$ cat src/rtl/apu_pulse_gen2.sv
// APU square channel: timer, duty sequencer, envelope,
// sweep unit and length counter with its load table.
module apu_pulse_gen2 #(
  parameter int TIMER_W       = 11,
  parameter bit NEG_ONES_COMP = 1'b1,
  parameter int MUTE_MIN      = 8
) (
  input  logic       clk_in,
  input  logic       rst_in,
  input  logic       en_in,
  input  logic       apu_clk_in,
  input  logic       lc_pulse_in,
  input  logic       eg_pulse_in,
  input  logic [1:0] a_in,
  input  logic [7:0] d_in,
  input  logic       wr_in,
  output logic [3:0] pulse_out,
  output logic       active_out
);

  localparam logic [7:0] LEN_TABLE [32] = '{
    8'd10,  8'd254, 8'd20,  8'd2,
    8'd40,  8'd4,   8'd80,  8'd6,
    8'd160, 8'd8,   8'd60,  8'd10,
    8'd14,  8'd12,  8'd26,  8'd14,
    8'd12,  8'd16,  8'd24,  8'd18,
    8'd48,  8'd20,  8'd96,  8'd22,
    8'd192, 8'd24,  8'd72,  8'd26,
    8'd16,  8'd28,  8'd32,  8'd30
  };

  logic [1:0]         r_duty;
  logic               r_halt;
  logic               r_const;
  logic [3:0]         r_vol;
  logic               r_sw_en;
  logic [2:0]         r_sw_p;
  logic               r_sw_neg;
  logic [2:0]         r_sw_s;
  logic               r_sw_reload;
  logic [2:0]         r_sw_div;
  logic [TIMER_W-1:0] r_period;
  logic [TIMER_W-1:0] r_cnt;
  logic [2:0]         r_step;
  logic               r_env_start;
  logic [3:0]         r_decay;
  logic [3:0]         r_div;
  logic [7:0]         r_len;

  logic               w_wr0;
  logic               w_wr1;
  logic               w_wr2;
  logic               w_wr3;
  logic [TIMER_W:0]   w_delta;
  logic [TIMER_W:0]   w_sum;
  logic [TIMER_W:0]   w_diff;
  logic [TIMER_W:0]   w_target;
  logic               w_mute;
  logic               w_sweep;
  logic [TIMER_W-1:0] w_per_next;
  logic [7:0]         w_pat;
  logic [3:0]         w_vol;

  assign w_wr0 = wr_in && (a_in == 2'd0);
  assign w_wr1 = wr_in && (a_in == 2'd1);
  assign w_wr2 = wr_in && (a_in == 2'd2);
  assign w_wr3 = wr_in && (a_in == 2'd3);

  // Negative target floors at zero; the carry bit flags underflow.
  assign w_delta  = {1'b0, r_period} >> r_sw_s;
  assign w_sum    = {1'b0, r_period} + w_delta;
  assign w_diff   = {1'b0, r_period} - w_delta
                  - {{TIMER_W{1'b0}}, NEG_ONES_COMP};
  assign w_target = r_sw_neg
                  ? (w_diff[TIMER_W] ? '0 : w_diff)
                  : w_sum;

  assign w_mute = (r_period < TIMER_W'(MUTE_MIN))
               || (!r_sw_neg && w_target[TIMER_W]);

  assign w_sweep = lc_pulse_in && (r_sw_div == 3'd0)
                && r_sw_en && (r_sw_s != 3'd0) && !w_mute;

  always_comb begin
    w_per_next = r_period;
    if (w_sweep)
      w_per_next = w_target[TIMER_W-1:0];
    for (int i = 0; i < TIMER_W; i++) begin
      if (w_wr2 && i < 8)
        w_per_next[i] = d_in[3'(i % 8)];
      else if (w_wr3 && i >= 8 && i < 16)
        w_per_next[i] = d_in[3'(i % 8)];
    end
  end

  always_comb begin
    w_pat = 8'h00;
    unique case (r_duty)
      2'd0: w_pat = 8'b0000_0010;
      2'd1: w_pat = 8'b0000_0110;
      2'd2: w_pat = 8'b0001_1110;
      2'd3: w_pat = 8'b1111_1001;
    endcase
  end

  always_ff @(posedge clk_in or posedge rst_in) begin
    if (rst_in) begin
      r_duty  <= '0;
      r_halt  <= 1'b0;
      r_const <= 1'b0;
      r_vol   <= '0;
    end else if (w_wr0) begin
      r_duty  <= d_in[7:6];
      r_halt  <= d_in[5];
      r_const <= d_in[4];
      r_vol   <= d_in[3:0];
    end
  end

  always_ff @(posedge clk_in or posedge rst_in) begin
    if (rst_in) begin
      r_cnt  <= '0;
      r_step <= '0;
    end else begin
      if (apu_clk_in) begin
        if (r_cnt == '0) begin
          r_cnt  <= r_period;
          r_step <= r_step + 3'd1;
        end else begin
          r_cnt <= r_cnt - TIMER_W'(1);
        end
      end
      if (w_wr3)
        r_step <= '0;
    end
  end

  always_ff @(posedge clk_in or posedge rst_in) begin
    if (rst_in) begin
      r_env_start <= 1'b0;
      r_decay     <= '0;
      r_div       <= '0;
    end else begin
      if (eg_pulse_in) begin
        if (r_env_start) begin
          r_env_start <= 1'b0;
          r_decay     <= 4'hF;
          r_div       <= r_vol;
        end else if (r_div == 4'd0) begin
          r_div <= r_vol;
          if (r_decay != 4'd0)
            r_decay <= r_decay - 4'd1;
          else if (r_halt)
            r_decay <= 4'hF;
        end else begin
          r_div <= r_div - 4'd1;
        end
      end
      if (w_wr3)
        r_env_start <= 1'b1;
    end
  end

  always_ff @(posedge clk_in or posedge rst_in) begin
    if (rst_in)
      r_len <= '0;
    else if (!en_in)
      r_len <= '0;
    else if (w_wr3)
      r_len <= LEN_TABLE[d_in[7:3]];
    else if (lc_pulse_in && !r_halt && r_len != 8'd0)
      r_len <= r_len - 8'd1;
  end

  always_ff @(posedge clk_in or posedge rst_in) begin
    if (rst_in) begin
      r_period    <= '0;
      r_sw_en     <= 1'b0;
      r_sw_p      <= '0;
      r_sw_neg    <= 1'b0;
      r_sw_s      <= '0;
      r_sw_reload <= 1'b0;
      r_sw_div    <= '0;
    end else begin
      r_period <= w_per_next;
      if (lc_pulse_in) begin
        if (r_sw_div == 3'd0 || r_sw_reload) begin
          r_sw_div    <= r_sw_p;
          r_sw_reload <= 1'b0;
        end else begin
          r_sw_div <= r_sw_div - 3'd1;
        end
      end
      if (w_wr1) begin
        r_sw_en     <= d_in[7];
        r_sw_p      <= d_in[6:4];
        r_sw_neg    <= d_in[3];
        r_sw_s      <= d_in[2:0];
        r_sw_reload <= 1'b1;
      end
    end
  end

  assign w_vol      = r_const ? r_vol : r_decay;
  assign active_out = (r_len != 8'd0);
  assign pulse_out  = (active_out && !w_mute && w_pat[r_step])
                    ? w_vol : 4'd0;

endmodule
$ cat config.mk
export PLATFORM = sky130hd
export DESIGN_NAME = apu_pulse_gen2
export DESIGN_NICKNAME = d
export VERILOG_FILES = /design/src/rtl/apu_pulse_gen2.sv
export SDC_FILE = /design/constraint.sdc
export NUM_CORES = 1
export LEC_CHECK = 0
export CAP_MARGIN = 20
export CORE_ASPECT_RATIO = 1.4
export CORE_MARGIN = 10
export CORE_UTILIZATION = 39
export CTS_CLUSTER_DIAMETER = 60
export CTS_CLUSTER_SIZE = 10
export DETAILED_ROUTE_END_ITERATION = 7
export HOLD_SLACK_MARGIN = 0.08
export PLACE_DENSITY = 0.55
export SYNTH_ARGS = -nofsm -noshare
export SYNTH_HDL_FRONTEND = slang
export SYNTH_SLANG_ARGS = --single-unit
$ cat constraint.sdc
create_clock -name clk_in -period 5.18 [get_ports clk_in]
set_clock_uncertainty 0.2 [all_clocks]
set_input_delay 1.036 -clock clk_in [delete_from_list [all_inputs] [get_ports clk_in]]
set_output_delay 1.036 -clock clk_in [all_outputs]
set_load 0.05 [all_outputs]
**Yosys cells after proc, flatten, opt, wreduce, memory -nomap -nowiden**

Memories as Yosys holds them, arrays and structs flattened.
Index checks and enable logic that the tools add are counted.

- $add $sub $neg: 9
- Reduce and logical (&&, ||, !) cells: 38
- Multiplexer cells: 40
- Equal/unequal tests: 7
- Divide/modulo/power cells: 0
- Order comparisons: 3
- Bitwise logic cells: 1
- Shift operators: 1
- $mul: 0

Operators by type and width:

| operator | number |
|---|---|
| $mux W8 | 5 |
| $mux W11 | 3 |
| $mux W4 | 8 |
| $pmux W8 S4 | 1 |
| $mux W1 | 17 |
| $reduce_bool A2 Y1 | 8 |
| $logic_and A1 B1 Y1 | 13 |
| $add A11 B12 Y12 | 1 |
| $mux W12 | 1 |
| $mux W3 | 4 |
| $shr A11 B3 Y12 | 1 |
| $sub A11 B12 Y12 | 1 |
| $sub A12 B1 Y12 const B | 1 |
| $logic_not A11 Y1 | 1 |
| $lt A11 B4 Y1 const B | 1 |
| $sub A11 B1 Y11 const B | 1 |
| $eq A2 B2 Y1 const B | 4 |
| $reduce_bool A8 Y1 | 1 |
| $sub A4 B1 Y4 const B | 2 |
| $sub A8 B1 Y8 const B | 1 |
| $ge A6 B6 Y1 const B | 1 |
| $not A5 Y6 | 1 |
| $reduce_bool A3 Y1 | 2 |
| $eq A2 B1 Y1 const B | 2 |
| other kinds (13) | 18 |

- Register bits: 62
- Memory bits (writable): 0
- Latch bits: 0
- Word-level logic and storage cells: 118
- Memory bits (read-only): 256
- Memories: 1
- Output and inout bits: 5
- Bits of input ports: 17

Memories:

| name | depth | bits a word | rd ports | clocked after Yosys merged registers in | write ports | line | RTL |
|---|---|---|---|---|---|---|---|
| (no name shown) | 32 | 8 | 1 | 0 | 0 | 170 | `r_len <= LEN_TABLE[d_in[7:3]];` |

**Longest topological paths before layout**

- Depth after elaboration: 11
- Depth in mapped cells: 15
- Mapped depth without buffers: 13

**Worst setup path before layout**

Ideal clock, no wire load.

- Path type: register to output
- Start point: reg r_sw_s[0]
- End point: out pulse_out[0]
- Buffers on the path: 2
- Path slack: 0.657 ns
- Required time: 3.944 ns
- Stages on the path, launching flop included: 13
- Arrival: 3.287 ns
- Cells stage by stage: dfrtp_1 > clkbuf_1 > buf_1 > mux2i_1 > a21oi_1 > inv_1 > ha_1 > or2_2 > o211ai_1 > a21oi_2 > nor2_1 > nand4_1 > nor2_1

- Longest elaborated chain between the ends: 9

Ends and longest elaborated chain:

| item | line | RTL |
|---|---|---|
| start: declaration | 39 | `logic [2:0] r_sw_s;` |
| start signal: assignment | 198 | `r_sw_s <= d_in[2:0];` |
| $shr A11 B3 Y12 | 70 | `assign w_delta = {1'b0, r_period} >> r_sw_s;` |
| $add A11 B12 Y12 | 71 | `assign w_sum = {1'b0, r_period} + w_delta;` |
| $mux W12 | 75 | `? (w_diff[TIMER_W] ? '0 : w_diff)` |
| $logic_and A1 B1 Y1 | 79 | `\|\| (!r_sw_neg && w_target[TIMER_W]);` |
| $logic_or A1 B1 Y1 | 79 |  |
| $logic_not A1 Y1 | 206 | `assign pulse_out = (active_out && !w_mute && w_pat[r_step])` |
| $logic_and A1 B1 Y1 (2 in series) | 206 |  |
| $mux W4 | 207 | `? w_vol : 4'd0;` |
| end: declaration | 17 | `output logic [3:0] pulse_out,` |

No other way between the ends.

**Worst setup path after layout**

- Start point: reg r_sw_s[1]
- End point: out pulse_out[1]

The elaborated chain is that of the path after synthesis.

==> impl_summary.md <==
Flow run
The max capacitance violation total is 0.

Power and ir drop
The worst ir drop on vdd is 0.000203 V. Cell internal power was estimated by the tool at 0.00184 W. Power spread over the standard cell area amounts to 570 nW/µm². The power share of the combinational group is 56.4%. The leakage dissipation is 2.57 nW. The share of power burned in registers is 25.6%. The net switching fraction of the power is 45.2%.

The analysis attributes to net switching a power of 0.00152 W. The clock share of power is 18.0%.

Worst setup path
The arrival time at the worst endpoint is 3570 ps. Tracing the worst setup path back leads to its startpoint at r_sw_s[1]. The kind of start point of the critical path is a flop.

Data on the critical path is required at its endpoint by 3940 ps. The type of the worst setup path is reg2out. In this run the critical register-to-register path is launched from r_sw_s[0].

STA classifies the critical path endpoint as an output port. In this run the worst path has a maximum fanout of 7.

GRT
The number of antenna violations at the first check in global routing was 0. The number of global-route vias before repair is 4563. The first global-routing pass estimated 22.7 mm of wire.

Across every metal layer, demand over resource in global routing totals 15.0%. Global routing finished with a remaining overflow of 0. The largest net degree at the start of global routing is 41.

CTS
The maximum level of the CTS H-tree is 3. For this design, the sink count on the clock tree is 62. The later pin in the worst-skew pair is clocked with a latency of 330 ps. Clock-pin slew was measured on the worst setup and hold paths at 60 ps. Buffers inserted during clock tree synthesis total 9. The tree is rooted in a clkbuf_16. The number of hold buffers added after CTS was 0. The maximum count of clock buffers along a single path is 2.

The TritonCTS clock tree is built.

Placed design
The routability congestion estimate from global placement is 0.909. Buffers placed on the I/O ports in this run total 21. The HPWL after detailed placement is 10.6 mm.

Timing
The remaining max-slew budget at the tightest pin is 45.1%. The final-report setup violation count is 0. In the finished design, the share of the clock period the worst path needs comes to 92.7%. The transition time at the pin with the least slew margin is 811 ps.

Setup repair after global routing left no endpoint under its margin. The achievable clock frequency is 208 MHz. The shortest period the worst path allows is 4800 ps.

The number of max-slew violations in the final report is 0. The final setup TNS is 0 ps. The worst hold slack across all endpoints is 296 ps. The number of hold violations in the final report came to 0.

Synthesis
The total of warnings raised by yosys is 0. The synthesized instance count is 626. After synthesis, the share of flip-flops with an asynchronous set or reset is 100%. Sequential cells were found to cover 29.8% of the synthesized design area. Ranked by total cell area, the synthesized netlist is headed by dfrtp_1 30%, ha_1 9.9%, o21ai_0 5.5%. The synthesized net count is 686. The synthesized flop and latch total is 62.

The netlist uses 70 different library cells. The synthesized design spends more area on one cell type than any other, namely dfrtp_1. In the synthesized netlist the dominant register cell turns out to be dfrtp_1.

A synthesized cell averages 8.31 µm². In this run, synthesis inferred 0 flip-flops with an integrated enable. The proportion of netlist area held by the largest area contributor is 29.8%. In this run the cell area of the synthesized design comes to 5200 µm².

Hold path
The start point of the worst hold path is r_sw_en. The min-delay analysis places its worst path in the category reg2reg.

Layout
Fill cells in the final layout number 1255. The repair_antennas step left the layout with diodes totalling 0. The layout overhead on the synthesized area is 13.3%. The number of nets in the layout is 695.

The post-route netlist has 9.53% of its cells at a drive strength greater than 1.

Status
The run finished with clean final reports.

Detailed routing
After detailed routing, the number of vias per cell comes to 5.54. The first-pass iteration count of the detailed router is 4. The total wirelength of the detailed-routed design is 13.6 mm.

The count of nets left with antenna violations once routing finished came out at 0. The number of design-rule violations left by the first detailed-router iteration is 306. The count of unresolved DRC violations after routing is 0. Across all layers, the routed design uses 4532 vias.

The average routed wire per standard cell is 16.6 µm.

Die
The core area is 12900 µm². The floorplan step set the die width to 118 µm. Once the floorplan was initialized, standard cells occupied 40.2% of the core. The floorplan die area is 18400 µm². For this design the top-level I/O count stands at 22.

The chip height is 157 µm. The floorplan has 49 rows.
-- logic make-up after synthesis --
| family | count (synthesis) | share of synthesized area, % |
|---|---|---|
| AO/OA/AOI/OAI | 176 | 21.2 |
| XOR/XNOR | 20 | 3.37 |
| adder cells (fa/ha/maj) | 43 | 10.6 |
| buffers and inverters | 71 | 5.51 |
| flip-flops | 62 | 29.8 |
| multiplexers | 42 | 8.83 |
| AND/OR/NAND/NOR | 212 | 20.6 |
-- stage by stage --
step | utilization [%] | instance area (µm²) | total power, W | setup slack, ps | instances
floorplan | - | 5200 | 0.00229 | 657 | 626
global placement | 43.1 | 5570 | 0.00271 | 683 | 800
detailed placement | 43.1 | 5570 | 0.00274 | 585 | 800
CTS | 45.4 | 5880 | 0.00336 | 227 | 816
global route | 45.5 | 5890 | 0.00366 | 120 | 818
finish | 45.5 | 5890 | 0.00336 | 379 | 818
-- timing repair --
item	4_1_cts	5_1_grt
setup endpoints to repair	0	4
buffers inserted	0	2
gates resized for setup	0	0
-- layout make-up --
| type | count | area [µm²] | area share, % |
|---|---|---|---|
| Tap cell | 178 | 223 | 3.78 |
| Inverter | 42 | 158 | 2.68 |
| Clock inverter | 5 | 58.8 | 0.998 |
| Multi-Input combinational cell | 493 | 3360 | 57.1 |
| Clock buffer | 11 | 243 | 4.12 |
| Timing Repair Buffer | 27 | 295 | 5.01 |
| Sequential cell | 62 | 1550 | 26.3 |
-- synthesized netlist by cell type, types with 13 or more instances --
| cell | number |
|---|---|
| o21ai_0 | 57 |
| dfrtp_1 | 62 |
| nor2b_1 | 13 |
| nand3_1 | 16 |
| inv_1 | 42 |
| nor2_1 | 44 |
| nor3_1 | 20 |
| a21oi_1 | 44 |
| o211ai_1 | 14 |
| ha_1 | 41 |
| mux2i_1 | 20 |
| nand2_1 | 63 |
| mux2_2 | 20 |
| clkbuf_1 | 13 |
-- layer usage --
layer	track usage (%)	vias to the layer above	wire length (µm)
met1	16.5	2182	5700
met3	1.94	31	268
met4	8.21	0	489
met5	0	-	0
li1	-	2253	-
met2	27.4	66	7100
-- worst max-delay path, stage by stage, from the launching register on --
cell,delay [ps]
dfrtp_1,530
mux2_2,390
nor2_1,90
a211oi_1,60
a21oi_1,300
inv_1,140
ha_1,210
or2_2,270
o211ai_1,170
buf_4,160
a21oi_2,90
nor2_1,200
nand4_1,200
nor2_1,250
buf_12,170
-- state kept, by name, indices dropped and copies added, names as in the netlist, 2 cells and up --
name / cells
r_cnt: 11
r_decay: 4
r_div: 4
r_duty: 2
r_len: 8
r_period: 11
r_step: 3
r_sw_div: 3
r_sw_p: 3
r_sw_s: 3
r_vol: 4
-- placed cells by master, fill, tap and decap left out, drive strengths merged, types with 3 or more instances in the layout --
cell type	count
o21ai	59
buf	10
and3	6
o211ai	14
ha	41
nor3	21
clkdlybuf4s50	17
nand4	4
nor2	46
nand3	17
o21bai	3
a31oi	7
xnor2	12
dfrtp	62
mux2i	20
inv	42
o21a	3
nor2b	13
a211oi	4
nand2	64
mux2	21
a21o	5
nor4	5
or2	4
o22a	3
a21oi	45
o311ai	3
nand3b	4
or3	4
a2bb2oi	3
nand2b	11
xor2	8
clkbuf	11
o22ai	6
and2	4
-- path summary, 6_finish.rpt --
| check | cells after the start | slack [ps] | end |
|---|---|---|---|
| hold / removal | 2 | 300 | r_sw_en |
| hold reg to reg | 2 | 300 | r_sw_en |
| setup reg to reg | 10 | 1470 | r_period[10] |
| min in group asynchronous | 2 | 860 | r_cnt[2] |
| max in group asynchronous | 3 | 3000 | r_sw_div[2] |
| setup / recovery | 14 | 380 | pulse_out[1] |
-- power groups by stage --
| stage | sequential, W | combinational [W] | clock (W) |
|---|---|---|---|
| 2_1_floorplan | 0.000776 | 0.00151 | 0 |
| 3_3_place_gp | 0.000863 | 0.00185 | 0 |
| 3_5_place_dp | 0.000867 | 0.00188 | 0 |
| 4_1_cts | 0.000859 | 0.00188 | 0.000615 |
| 5_1_grt | 0.000890 | 0.00212 | 0.000644 |
| 6_report | 0.000860 | 0.00190 | 0.000603 |
No activity file was read; power rests on OpenSTA's default activity.
